--- src/rtl/riscv_multi_pkg.sv ---
// riscv_multi_pkg: shared state, opcode and control encodings for the multicycle RV32I control unit.
package riscv_multi_pkg;
    typedef enum logic [3:0] {
        FETCH, DECODE, MEMADR, MEMREAD, MEMWB, MEMWRITE,
        EXECUTER, ALUWB, EXECUTEI, JAL, BEQ
    } state_t;

    localparam logic [6:0] OP_LW  = 7'b0000011;
    localparam logic [6:0] OP_SW  = 7'b0100011;
    localparam logic [6:0] OP_R   = 7'b0110011;
    localparam logic [6:0] OP_I   = 7'b0010011;
    localparam logic [6:0] OP_JAL = 7'b1101111;
    localparam logic [6:0] OP_BEQ = 7'b1100011;

    localparam logic [2:0] ALU_ADD = 3'b000;
    localparam logic [2:0] ALU_SUB = 3'b001;
    localparam logic [2:0] ALU_AND = 3'b010;
    localparam logic [2:0] ALU_OR  = 3'b011;
    localparam logic [2:0] ALU_SLT = 3'b101;

    localparam logic [1:0] ALUOP_ADD   = 2'b00;
    localparam logic [1:0] ALUOP_SUB   = 2'b01;
    localparam logic [1:0] ALUOP_FUNCT = 2'b10;

    localparam logic [1:0] SRCA_PC    = 2'b00;
    localparam logic [1:0] SRCA_OLDPC = 2'b01;
    localparam logic [1:0] SRCA_A     = 2'b10;

    localparam logic [1:0] SRCB_WD   = 2'b00;
    localparam logic [1:0] SRCB_IMM  = 2'b01;
    localparam logic [1:0] SRCB_FOUR = 2'b10;

    localparam logic [1:0] RES_ALUOUT    = 2'b00;
    localparam logic [1:0] RES_DATA      = 2'b01;
    localparam logic [1:0] RES_ALURESULT = 2'b10;

    localparam logic [1:0] IMM_I = 2'b00;
    localparam logic [1:0] IMM_S = 2'b01;
    localparam logic [1:0] IMM_B = 2'b10;
    localparam logic [1:0] IMM_J = 2'b11;

    typedef struct packed {
        logic [1:0] alu_src_a;
        logic [1:0] alu_src_b;
        logic [1:0] result_src;
        logic [1:0] alu_op;
        logic       adr_src;
        logic       ir_write;
        logic       pc_update;
        logic       branch;
        logic       reg_write;
        logic       mem_write;
    } ctrl_t;

    function automatic logic [1:0] imm_src(input logic [6:0] op);
        return op == OP_SW ? IMM_S : op == OP_BEQ ? IMM_B : op == OP_JAL ? IMM_J : IMM_I;
    endfunction
endpackage

--- src/rtl/multicycle_controller_if.sv ---
// multicycle_controller_if: instruction fields and Zero in, datapath enables and selects out.
interface multicycle_controller_if;
    logic [6:0] op;
    logic [2:0] funct3;
    logic       funct7b5;
    logic       Zero;
    logic [1:0] ImmSrc;
    logic [1:0] ALUSrcA;
    logic [1:0] ALUSrcB;
    logic [1:0] ResultSrc;
    logic       AdrSrc;
    logic [2:0] ALUControl;
    logic       IRWrite;
    logic       PCWrite;
    logic       RegWrite;
    logic       MemWrite;
    logic [3:0] State;

    modport master (
        input  op, funct3, funct7b5, Zero,
        output ImmSrc, ALUSrcA, ALUSrcB, ResultSrc, AdrSrc, ALUControl,
               IRWrite, PCWrite, RegWrite, MemWrite, State
    );
    modport slave (
        output op, funct3, funct7b5, Zero,
        input  ImmSrc, ALUSrcA, ALUSrcB, ResultSrc, AdrSrc, ALUControl,
               IRWrite, PCWrite, RegWrite, MemWrite, State
    );
endinterface

--- src/rtl/alu_decoder.sv ---
// alu_decoder: maps ALUOp and instruction function bits to an ALUControl code.
module alu_decoder
    import riscv_multi_pkg::*;
(
    input  logic [1:0] ALUOp,
    input  logic [2:0] funct3,
    input  logic       op5,
    input  logic       funct7b5,
    output logic [2:0] ALUControl
);
    always_comb begin
        ALUControl = ALUOp == ALUOP_SUB ? ALU_SUB :
                     ALUOp != ALUOP_FUNCT ? ALU_ADD :
                     funct3 == 3'b000 ? ((op5 & funct7b5) ? ALU_SUB : ALU_ADD) :
                     funct3 == 3'b010 ? ALU_SLT :
                     funct3 == 3'b110 ? ALU_OR :
                     funct3 == 3'b111 ? ALU_AND : ALU_ADD;
    end
endmodule

--- src/rtl/multicycle_controller.sv ---
// multicycle_controller: 11-state Moore FSM sequencing the shared-memory multicycle RV32I datapath.
module multicycle_controller
    import riscv_multi_pkg::*;
(
    input  logic clk,
    input  logic reset,
    multicycle_controller_if.master bus
);
    state_t     state, next;
    ctrl_t      c;
    logic [2:0] alu_control;

    always_ff @(posedge clk or posedge reset) begin
        if (reset) state <= FETCH;
        else state <= next;
    end

    always_comb begin
        next = FETCH;
        case (state)
            FETCH:    next = DECODE;
            DECODE:   next = (bus.op == OP_LW || bus.op == OP_SW) ? MEMADR :
                             bus.op == OP_R ? EXECUTER :
                             bus.op == OP_I ? EXECUTEI :
                             bus.op == OP_JAL ? JAL :
                             bus.op == OP_BEQ ? BEQ : FETCH;
            MEMADR:   next = bus.op == OP_LW ? MEMREAD : MEMWRITE;
            MEMREAD:  next = MEMWB;
            EXECUTER: next = ALUWB;
            EXECUTEI: next = ALUWB;
            JAL:      next = ALUWB;
            default:  next = FETCH;
        endcase
    end

    // Every field defaults to zero, so each state lists only what it asserts.
    always_comb begin
        c = '0;
        case (state)
            FETCH: begin
                c.alu_src_b  = SRCB_FOUR;
                c.result_src = RES_ALURESULT;
                c.ir_write   = 1'b1;
                c.pc_update  = 1'b1;
            end
            DECODE: begin
                c.alu_src_a = SRCA_OLDPC;
                c.alu_src_b = SRCB_IMM;
            end
            MEMADR: begin
                c.alu_src_a = SRCA_A;
                c.alu_src_b = SRCB_IMM;
            end
            MEMREAD:  c.adr_src = 1'b1;
            MEMWB: begin
                c.result_src = RES_DATA;
                c.reg_write  = 1'b1;
            end
            MEMWRITE: begin
                c.adr_src   = 1'b1;
                c.mem_write = 1'b1;
            end
            EXECUTER: begin
                c.alu_src_a = SRCA_A;
                c.alu_op    = ALUOP_FUNCT;
            end
            EXECUTEI: begin
                c.alu_src_a = SRCA_A;
                c.alu_src_b = SRCB_IMM;
                c.alu_op    = ALUOP_FUNCT;
            end
            ALUWB:    c.reg_write = 1'b1;
            JAL: begin
                c.alu_src_a = SRCA_OLDPC;
                c.alu_src_b = SRCB_FOUR;
                c.pc_update = 1'b1;
            end
            BEQ: begin
                c.alu_src_a = SRCA_A;
                c.alu_op    = ALUOP_SUB;
                c.branch    = 1'b1;
            end
            default: c = '0;
        endcase
    end

    alu_decoder u_alu_decoder (
        .ALUOp      (c.alu_op),
        .funct3     (bus.funct3),
        .op5        (bus.op[5]),
        .funct7b5   (bus.funct7b5),
        .ALUControl (alu_control)
    );

    assign bus.ImmSrc     = imm_src(bus.op);
    assign bus.ALUSrcA    = c.alu_src_a;
    assign bus.ALUSrcB    = c.alu_src_b;
    assign bus.ResultSrc  = c.result_src;
    assign bus.AdrSrc     = c.adr_src;
    assign bus.ALUControl = alu_control;
    assign bus.IRWrite    = c.ir_write;
    assign bus.PCWrite    = c.pc_update | (c.branch & bus.Zero);
    assign bus.RegWrite   = c.reg_write;
    assign bus.MemWrite   = c.mem_write;
    assign bus.State      = state;
endmodule

--- src/flat_wrapper.sv ---
// flat-port wrapper written by rule: the top's interface ports become plain ports
module multicycle_controller_flat import riscv_multi_pkg::*;
  (clk, reset, bus_op, bus_funct3, bus_funct7b5, bus_Zero, bus_ImmSrc, bus_ALUSrcA, bus_ALUSrcB, bus_ResultSrc, bus_AdrSrc, bus_ALUControl, bus_IRWrite, bus_PCWrite, bus_RegWrite, bus_MemWrite, bus_State);
  multicycle_controller_if bus_i ();
  input  logic clk;
  input  logic reset;
  input wire logic [$bits(bus_i.op)-1:0] bus_op;
  input wire logic [$bits(bus_i.funct3)-1:0] bus_funct3;
  input wire logic [$bits(bus_i.funct7b5)-1:0] bus_funct7b5;
  input wire logic [$bits(bus_i.Zero)-1:0] bus_Zero;
  output wire logic [$bits(bus_i.ImmSrc)-1:0] bus_ImmSrc;
  output wire logic [$bits(bus_i.ALUSrcA)-1:0] bus_ALUSrcA;
  output wire logic [$bits(bus_i.ALUSrcB)-1:0] bus_ALUSrcB;
  output wire logic [$bits(bus_i.ResultSrc)-1:0] bus_ResultSrc;
  output wire logic [$bits(bus_i.AdrSrc)-1:0] bus_AdrSrc;
  output wire logic [$bits(bus_i.ALUControl)-1:0] bus_ALUControl;
  output wire logic [$bits(bus_i.IRWrite)-1:0] bus_IRWrite;
  output wire logic [$bits(bus_i.PCWrite)-1:0] bus_PCWrite;
  output wire logic [$bits(bus_i.RegWrite)-1:0] bus_RegWrite;
  output wire logic [$bits(bus_i.MemWrite)-1:0] bus_MemWrite;
  output wire logic [$bits(bus_i.State)-1:0] bus_State;
  assign bus_i.op = bus_op;
  assign bus_i.funct3 = bus_funct3;
  assign bus_i.funct7b5 = bus_funct7b5;
  assign bus_i.Zero = bus_Zero;
  assign bus_ImmSrc = bus_i.ImmSrc;
  assign bus_ALUSrcA = bus_i.ALUSrcA;
  assign bus_ALUSrcB = bus_i.ALUSrcB;
  assign bus_ResultSrc = bus_i.ResultSrc;
  assign bus_AdrSrc = bus_i.AdrSrc;
  assign bus_ALUControl = bus_i.ALUControl;
  assign bus_IRWrite = bus_i.IRWrite;
  assign bus_PCWrite = bus_i.PCWrite;
  assign bus_RegWrite = bus_i.RegWrite;
  assign bus_MemWrite = bus_i.MemWrite;
  assign bus_State = bus_i.State;
  multicycle_controller u_core (.clk(clk), .reset(reset), .bus(bus_i));
endmodule
--- config.mk ---
export PLATFORM = sky130hd
export DESIGN_NAME = multicycle_controller_flat
export DESIGN_NICKNAME = d
export VERILOG_FILES = /design/src/rtl/riscv_multi_pkg.sv /design/src/rtl/multicycle_controller_if.sv /design/src/rtl/alu_decoder.sv /design/src/rtl/multicycle_controller.sv /design/src/flat_wrapper.sv
export SDC_FILE = /design/constraint.sdc
export NUM_CORES = 1
export LEC_CHECK = 0
export CAP_MARGIN = 25
export CORE_UTILIZATION = 30
export DETAILED_ROUTE_END_ITERATION = 12
export PLACE_DENSITY_LB_ADDON = 0.2
export SLEW_MARGIN = 5
export SYNTH_ARGS = -nofsm -noshare
export SYNTH_HDL_FRONTEND = slang
export SYNTH_SLANG_ARGS = --single-unit
export TNS_END_PERCENT = 10
--- constraint.sdc ---
create_clock -name clk -period 2.9 [get_ports clk]
set_input_delay 0.87 -clock clk [delete_from_list [all_inputs] [get_ports clk]]
set_output_delay 0.87 -clock clk [all_outputs]
set_load 0.02 [all_outputs]
==> results.txt <==
Final clock skew -> 0.00185 ns
Later-pin clock latency in the skew report -> 0.24 ns
Fin worst setup slack -> 0.0575 ns
FFs w/ async S/R, synth -> 100%
Cells on worst reg2reg path -> 3
Status -> complete, no violations
Top Layer Used -> met4
Syn nets -> 93
1st-iter DRT viols -> 8
F_max -> 352 MHz
Num CTS Buffers -> 3
Peak supply drop -> 0.204 mV
Avg Cell Area, Syn -> 7.02 um2
DRT antenna net count -> 0
Crit-path max FO -> 3
Area leader, netlist -> dfrtp_1
Clock group share of total power -> 13.4%
ANT cells -> 0
Max-slew headroom -> 69.2%
# hold bufs at CTS -> 0
Sequential share of the synthesized area -> 18.1%
Distinct cell type count after synthesis -> 37
Post-DP HPWL -> 1220 um
Net Switching -> 223 uW
Final core occ -> 56.6%
Top_reg_cell synth -> dfrtp_1
Pwr/cell area -> 521 mW/mm2
Top cells by area, synth -> dfrtp_1 (18%), buf_2 (5.4%), nand2_1 (5.4%)
Tmin final -> 2.84 ns
DR WL/cell -> 10.3 um
Commonest cells in the netlist -> nand2_1 (8), nor2_1 (8), buf_2 (6), inv_1 (5)
Port bufs -> 33
Total leakage power -> 0.451 nW
Die height -> 45.0 um
Fin nets -> 137
Synth-to-Final Area Change -> 76.3%
CTS tree -> built
Final hold violation count -> 0
GP Congestion -> 0.763
Via count -> 711
Tcrit/Tclk final -> 98.0%
Clock root buffer -> clkbuf_4
Post-synth EDFFs -> 0
Fin. max-slew vios -> 0
Critical path launch point type -> primary input
Global-route wire length before repair -> 2580 um
Largest net degree at the start of global routing -> 18
Share of the synthesized area in the top cell type -> 18.1%
Sequential power share -> 18.8%
Cell Int Power -> 286 uW
Synth warnings -> 0
Crit end category -> output port
Core area -> 0.00173 mm2
Comb pwr share -> 67.8%
Pre-CTS WS -> -0.389 ns
Die width -> 45.0 um
Gr usage total -> 17.6%
Site Rows -> 15
Final Routed Wirelength -> 1500 um
Pre-antenna DRT Iters -> 4
#FFs+latches synth -> 4
Setup Fix Bufs, Post-CTS -> 0
Post-route DRC -> 0
Ports -> 34
Crit Path Category -> in2out
Max-capacitance violation count -> 0
H-tree Lvls -> 1
Worst Path Required -> 2.03 ns
Routed wl met2 -> 701 um
Critical Path AT -> 1.97 ns
Clock tree sinks -> 4
Cell count after synthesis -> 79
Vias in the first global route -> 625
Initial Util -> 32.1%
Clock tree buffer depth -> 2
Die area -> 0.00202 mm2
Unrepaired setup endpoints after global routing -> yes
Layout cells sized above 1 -> 21.5%
Hold path depth -> 3
Syn Std Cell Area -> 554 um2
Setup violators final -> 0
Slew @ Worst Pin -> 0.455 ns
WL met1 -> 658 um
GRT Residual Overflow -> 0
Via-per-instance ratio -> 4.87
Reg clk slew, reported paths -> 0.04 ns
Largest register FFs -> 4
Initial antenna violation count -> 0
Sw Share -> 43.8%
Hold crit path type -> reg2reg
WL met3 -> 86 um
[power by group through the flow]
stage               Clock (mW)  Combinational (mW)  Sequential (mW)
finish                  0.0681               0.346           0.0957
global route            0.0755               0.374            0.101
CTS                     0.0702               0.350           0.0960
detailed placement           0               0.355           0.0976
global placement             0               0.351           0.0975
floorplan                    0               0.210           0.0830
[layout make-up]
class,instances,area (um2)
clock buffer,3,22.5
multi-input combinational,61,390
inverter,6,22.5
timing repair buffer,47,410
fill,180,749
tap,25,31.3
sequential,4,100
[per-stage QoR]
step | hold WS (ns) | total power [mW] | cells | area, um2 | setup TNS [ns]
6_report | 0.686 | 0.509 | 146 | 977 | 0
5_1_grt | 0.756 | 0.550 | 146 | 977 | -0.0419
4_1_cts | 0.696 | 0.516 | 146 | 983 | 0
3_5_place_dp | 0.690 | 0.453 | 143 | 980 | -1.91
3_3_place_gp | 0.688 | 0.448 | 143 | 980 | -1.83
2_1_floorplan | 0.636 | 0.294 | 79 | 554 | 0
[layout by cell type (no fill, tap or decap), types with 2 or more instances in the layout]
master           synthesis  final
nor4_1                   2      2
and3b_1                  2      2
nor2_1                   8      8
dfrtp_1                  4      4
nand3_1                  2      2
xor2_1                   3      3
inv_1                    5      5
nor3_1                   4      4
nor3b_1                  2      2
nand2_1                  8      8
a31oi_1                  2      2
clkbuf_4                 0      3
clkbuf_2                 0      3
nand4_1                  2      2
buf_4                    1     16
nor2b_1                  4      4
clkdlybuf4s50_1          0     27
and3_1                   2      2
nand2b_1                 2      2
[metal layers]
| metal | up-vias | GRT usage [%] |
|---|---|---|
| li1 | 372 | - |
| met1 | 305 | 21.6 |
| met2 | 29 | 28.1 |
| met3 | 5 | 2.40 |
| met4 | 0 | 12.7 |
| met5 | - | 0 |
[cell families (layout without fill, tap and decap cells)]
| kind of cell | after synthesis | in the layout | share of synthesized area (%) |
|---|---|---|---|
| AND/OR/NAND/NOR | 42 | 42 | 43.3 |
| XOR/XNOR | 4 | 4 | 6.32 |
| AO/OA/AOI/OAI | 14 | 14 | 19.0 |
| flip-flops | 4 | 4 | 18.1 |
| multiplexers | 1 | 1 | 1.81 |
| buffers and inverters | 14 | 56 | 11.5 |
[critical path: stages]
cell and delay, ns:
clkdlybuf4s50_1 0.45, and4bb_4 0.32, nand4_1 0.10, nand2_1 0.08, buf_2 0.16
[what timing repair did]
action                     CTS  global route
hold endpoints to repair     0             0
gates resized for setup     15            11
gates cloned                 0             0
setup endpoints to repair    6             6
[worst paths after layout]
kind / startpoint / endpoint / slack (ns)
setup reg to reg: u_core.bus.State[0] / u_core.bus.State[2] / 1.43
min in group asynchronous: reset / u_core.bus.State[2] / 0.82
hold reg to reg: u_core.bus.State[2] / u_core.bus.State[1] / 0.69
max in group asynchronous: reset / u_core.bus.State[3] / 1.93
setup / recovery: bus_op[2] / bus_ImmSrc[0] / 0.06
hold / removal: u_core.bus.State[2] / u_core.bus.State[1] / 0.69
No activity file was read; power rests on OpenSTA's default activity.
